[config.mk]
export PLATFORM = sky130hd
export DESIGN_NAME = round_robin_arbiter_fixed_time_slices_flat
export DESIGN_NICKNAME = d
export VERILOG_FILES = /design/src/rtl/round_robin_arbiter_fixed_time_slices_pkg.sv /design/src/rtl/round_robin_arbiter_fixed_time_slices_if.sv /design/src/rtl/round_robin_arbiter_fixed_time_slices_picker.sv /design/src/rtl/round_robin_arbiter_fixed_time_slices.sv /design/src/flat_wrapper.sv
export SDC_FILE = /design/constraint.sdc
export NUM_CORES = 1
export LEC_CHECK = 0
export CORE_AREA = 2 2 39 41
export CTS_CLUSTER_DIAMETER = 120
export DETAILED_ROUTE_END_ITERATION = 7
export DIE_AREA = 0 0 41 43
export PLACE_DENSITY = 0.6
export SETUP_SLACK_MARGIN = 0.3
export SYNTH_ARGS = -nofsm -noshare
export SYNTH_HDL_FRONTEND = slang
export SYNTH_SLANG_ARGS = --single-unit
[constraint.sdc]
create_clock -name clk -period 3.4 [get_ports clk]
set_clock_uncertainty 0.15 [all_clocks]
set_input_delay 0.34 -clock clk [delete_from_list [all_inputs] [get_ports clk]]
set_output_delay 0.34 -clock clk [all_outputs]
set_load 0.03 [all_outputs]
[src/rtl/round_robin_arbiter_fixed_time_slices_pkg.sv]
// Shared constants and width helpers for the time-sliced round-robin arbiter.
package arb_pkg;

    localparam int N_DEF         = 4;
    localparam int SLICE_LEN_DEF = 4;

    // Slice counter only needs to reach SLICE_LEN-1; keep at least one bit.
    function automatic int cnt_width(input int slice_len);
        return (slice_len <= 1) ? 1 : $clog2(slice_len);
    endfunction

    function automatic int idx_width(input int n);
        return (n <= 1) ? 1 : $clog2(n);
    endfunction

endpackage

[src/rtl/round_robin_arbiter_fixed_time_slices_if.sv]
// Request/grant bundle between the requesters and the arbiter.
interface round_robin_arbiter_fixed_time_slices_if #(
    parameter int N = 4
);
    logic [N-1:0] REQ;
    logic [N-1:0] GNT;

    modport master (output REQ, input GNT);
    modport slave  (input REQ, output GNT);
endinterface

[src/rtl/round_robin_arbiter_fixed_time_slices_picker.sv]
// Combinational wrap-around scan: first set request starting just after last.
module rr_next_picker #(
    parameter int N  = 4,
    parameter int LW = 2
) (
    input  logic [N-1:0]  req,
    input  logic [LW-1:0] last,
    output logic          valid,
    output logic [N-1:0]  winner,
    output logic [LW-1:0] winner_idx
);

    logic [N-1:0]  rot_req;
    logic [LW-1:0] rot_idx [N];

    // rot_req[k] is the request seen k+1 positions after last, so last itself is scanned final.
    for (genvar gi = 0; gi < N; gi++) begin : g_rot
        assign rot_idx[gi] = LW'((int'(last) + 1 + gi) % N);
        assign rot_req[gi] = req[rot_idx[gi]];
    end

    always_comb begin
        valid      = 1'b0;
        winner     = '0;
        winner_idx = '0;
        for (int k = N - 1; k >= 0; k--) begin
            if (rot_req[k]) begin
                valid      = 1'b1;
                winner_idx = rot_idx[k];
            end
        end
        if (valid) begin
            winner[winner_idx] = 1'b1;
        end
    end

endmodule

[src/rtl/round_robin_arbiter_fixed_time_slices.sv]
// Round-robin arbiter granting each winner up to SLICE_LEN consecutive cycles.
module round_robin_arbiter_fixed_time_slices
    import arb_pkg::*;
#(
    parameter int N         = N_DEF,
    parameter int SLICE_LEN = SLICE_LEN_DEF
) (
    input  logic clk,
    input  logic rst,
    round_robin_arbiter_fixed_time_slices_if.slave bus
);

    localparam int CW = cnt_width(SLICE_LEN);
    localparam int LW = idx_width(N);

    logic [N-1:0]  gnt_q, gnt_d;
    logic [CW-1:0] cnt_q, cnt_d;
    logic [LW-1:0] last_q, last_d;

    logic          pick_valid;
    logic [N-1:0]  pick_winner;
    logic [LW-1:0] pick_idx;
    logic          owner_req;

    rr_next_picker #(
        .N  (N),
        .LW (LW)
    ) u_picker (
        .req        (bus.REQ),
        .last       (last_q),
        .valid      (pick_valid),
        .winner     (pick_winner),
        .winner_idx (pick_idx)
    );

    // gnt_q is one-hot or zero, so this is REQ[owner] gated by ownership.
    assign owner_req = |(gnt_q & bus.REQ);

    always_comb begin
        gnt_d  = gnt_q;
        cnt_d  = cnt_q;
        last_d = last_q;
        if (owner_req && (int'(cnt_q) < SLICE_LEN - 1)) begin
            cnt_d = cnt_q + CW'(1);
        end else if (pick_valid) begin
            gnt_d  = pick_winner;
            last_d = pick_idx;
            cnt_d  = '0;
        end else begin
            gnt_d = '0;
            cnt_d = '0;
        end
    end

    always_ff @(posedge clk) begin
        if (rst) begin
            gnt_q  <= '0;
            cnt_q  <= '0;
            last_q <= LW'(N - 1);
        end else begin
            gnt_q  <= gnt_d;
            cnt_q  <= cnt_d;
            last_q <= last_d;
        end
    end

    assign bus.GNT = gnt_q;

endmodule

[src/flat_wrapper.sv]
// flat-port wrapper written by rule: the top's interface ports become plain ports
module round_robin_arbiter_fixed_time_slices_flat import arb_pkg::*;
#(
    parameter int N         = N_DEF,
    parameter int SLICE_LEN = SLICE_LEN_DEF
)
  (clk, rst, bus_REQ, bus_GNT);
  round_robin_arbiter_fixed_time_slices_if #(.N(N)) bus_i ();
  input  logic clk;
  input  logic rst;
  input wire logic [$bits(bus_i.REQ)-1:0] bus_REQ;
  output wire logic [$bits(bus_i.GNT)-1:0] bus_GNT;
  assign bus_i.REQ = bus_REQ;
  assign bus_GNT = bus_i.GNT;
  round_robin_arbiter_fixed_time_slices #(.N(N), .SLICE_LEN(SLICE_LEN)) u_core (.clk(clk), .rst(rst), .bus(bus_i));
endmodule
==> flow_summary.ini <==
[sta]
final.min_clock_period_ns = 1.90
rsz0062_at_grt = no
report.final.slew_viol_count = 0
worstMarginPinSlew_ns = 0.635
setup_viol = 0
clock.fmax_mhz = 526
period_share = 0.559
tns_ns = 0
hold_viol = 0
maxSlewHeadroom = 0.574

[global_route]
overflow = 0
grt_most_used_layer = met2
grt_util_met3 = 0.105
grt_pass1_wl_um = 1430
grt_max_degree = 7
use_met1 = 0.149
track_usage = 0.128
grt_use_met2 = 0.159
grt_pass1_vias = 335
grt_antenna_before_repair = 0

[route]
dr.pass1.iters = 4
postRouteAntennaNets = 0
drt_iter0_drc = 10
via_per_inst = 5.22
drc = 0
vias = 376
wl_per_cell_um = 11.7
wirelength_um = 845

[yosys]
syn_area_um2 = 420
synth-async-reset-ratio = 0
synth_cell_types = 23
yosys_warnings = 0
avgSynthCellArea_um2 = 9.34
synth_area_leaders = dfxtp_1, o41ai_2, o21ai_0
synth_seq_cells = 8
synth_nets = 52
synth_top_cell_by_area = dfxtp_1
synth_edf_count = 0
synth_ff_type = dfxtp_1
seq_area_frac_synth = 0.381
synth.top_cell.area_share = 0.381
syn_inst = 45

[placement]
dp_hpwl_um = 664
routabilityCongestion = 0.708
dpl.cell_count = 69
io_buffers = 9

[worst_setup_path]
critPathKind = in -> reg
worstSetupStartpoint = bus_REQ[3]
r2r_start = u_core.last_q[0]$_SDFFE_PP1P_
setup.worst_path.start_class = input pin
critical_path.max_fanout = 6
crit_required_ns = 3.41
rr_worst_depth = 4
endpoint = u_core.bus.GNT[0]$_SDFFE_PP0N_
rrSetupSlack_ns = 1.81
regToRegEndpoint = u_core.bus.GNT[0]$_SDFFE_PP0N_
arrival_ns = 1.91
crit_path_end_kind = flop

[clocking]
cts-root-buf = clkbuf_4
cts_buffers = 3
clock_latency_ns = 0.26
clockBufferDepth = 2
cts_tree = built
postCtsSetupRepairBufs = 0
cts.clk_slew.worst_paths_ns = 0.05
cts-resized-gates = 0
cts_hold_buf = 0
cts_sinks = 8
htreeDepth = 1

[layout]
stdcell_count = 72
diodes = 0
fin_nets = 65
drive_gt1_frac = 0.143
area_delta_synth_final_pct = 30.7

[power]
p_leak_uw = 0.000203
p_total_uw = 318
power_density_nw_per_um2 = 578
ir_worst_vdd_mv = 0.254

[floorplanning]
core_um2 = 1380
die_x_um = 41
ioPinCount = 10
design.die.area_um2 = 1760
num_rows = 14
start_util = 0.304
die_h_um = 43

[min_path]
hold_class = reg -> reg
hp-start = u_core.cnt_q[0]$_SDFF_PP0_

[run_status]
status = completed

[run]
cap_viol_max_count = 0
layout make-up:
class	instances	area, um2
inverters	1	3.75
well taps	16	20.0
multi-input cells	35	253
fillers	140	835
clock buffers	3	22.5
repair buffers	9	90.1
flip-flops and latches	8	160
sequential cells by signal, indices dropped and copies added (netlist names):
| signal | cells |
|---|---|
| u_core.last_q | 2 |
| u_core.cnt_q | 2 |
| u_core.bus.GNT | 4 |
power by group:
group / total [uW] / internal [uW] / switching (uW)
clock network: 72.4 / 40.4 / 32.0
registers: 128 / 112 / 15.7
logic: 117 / 53.5 / 63.7
total: 318 / 206 / 111
worst max-delay path, stage by stage:
cell,delay (ns)
clkdlybuf4s50_1,0.50
nor2b_4,0.17
o21a_1,0.20
or3_4,0.40
o41ai_2,0.30
through the flow:
stage / cell area (um2) / hold WS, ns / utilization / setup WS (ns)
after detailed placement: 527 / 0.273 / 0.381 / 1.23
after global placement: 527 / 0.264 / 0.381 / 1.24
after global routing: 549 / 0.319 / 0.397 / 1.36
final: 549 / 0.285 / 0.397 / 1.50
after floorplan: 420 / 0.248 / - / 1.83
after CTS: 549 / 0.282 / 0.397 / 1.49
cell usage in the layout, fill, tap and decap left out:
cell type        n
o41ai_2          2
inv_1            1
and2_1           1
a211oi_1         1
o41ai_1          2
nor2_1           1
o211ai_1         2
nor4_1           1
ha_1             1
clkdlybuf4s50_1  9
nor2b_4          1
o21ai_0          4
clkbuf_4         3
dfxtp_1          8
a21oi_1          2
or3_4            1
or2_1            1
o22a_2           1
o21a_1           2
nand2b_1         2
nor2b_1          2
nor3_1           2
nand2_1          4
a22oi_1          2
logic make-up after synthesis:
kind of cell / count (synthesis) / synth area share
AOI/OAI and AO/OA: 18 / 0.339
and+or+nand+nor: 16 / 0.232
DFF: 8 / 0.381
buffers and inverters: 2 / 0.0178
adders and majority gates: 1 / 0.0298
per-layer routing:
layer,vias to the layer above,routed length [um]
li1,196,-
met1,164,345
met2,16,401
met3,0,97
met4,0,0
met5,-,0
worst min-delay path by stage:
stage,end,cells past startpoint,slack (ns)
after floorplan,u_core.cnt_q[0]$_SDFF_PP0_,1,0.25
after global placement,u_core.cnt_q[0]$_SDFF_PP0_,1,0.26
after detailed placement,u_core.cnt_q[0]$_SDFF_PP0_,1,0.27
after CTS,u_core.cnt_q[0]$_SDFF_PP0_,1,0.28
after global routing,u_core.cnt_q[0]$_SDFF_PP0_,1,0.32
final,u_core.cnt_q[0]$_SDFF_PP0_,1,0.29
cell usage after synthesis, drive strengths merged, types with 2 or more instances:
master,instances
nand2b,2
nor2b,3
a21oi,2
nand2,4
nor3,2
o21a,2
a22oi,2
dfxtp,8
o41ai,4
o211ai,2
o21ai,4
Power figures use the tool's default switching activity.
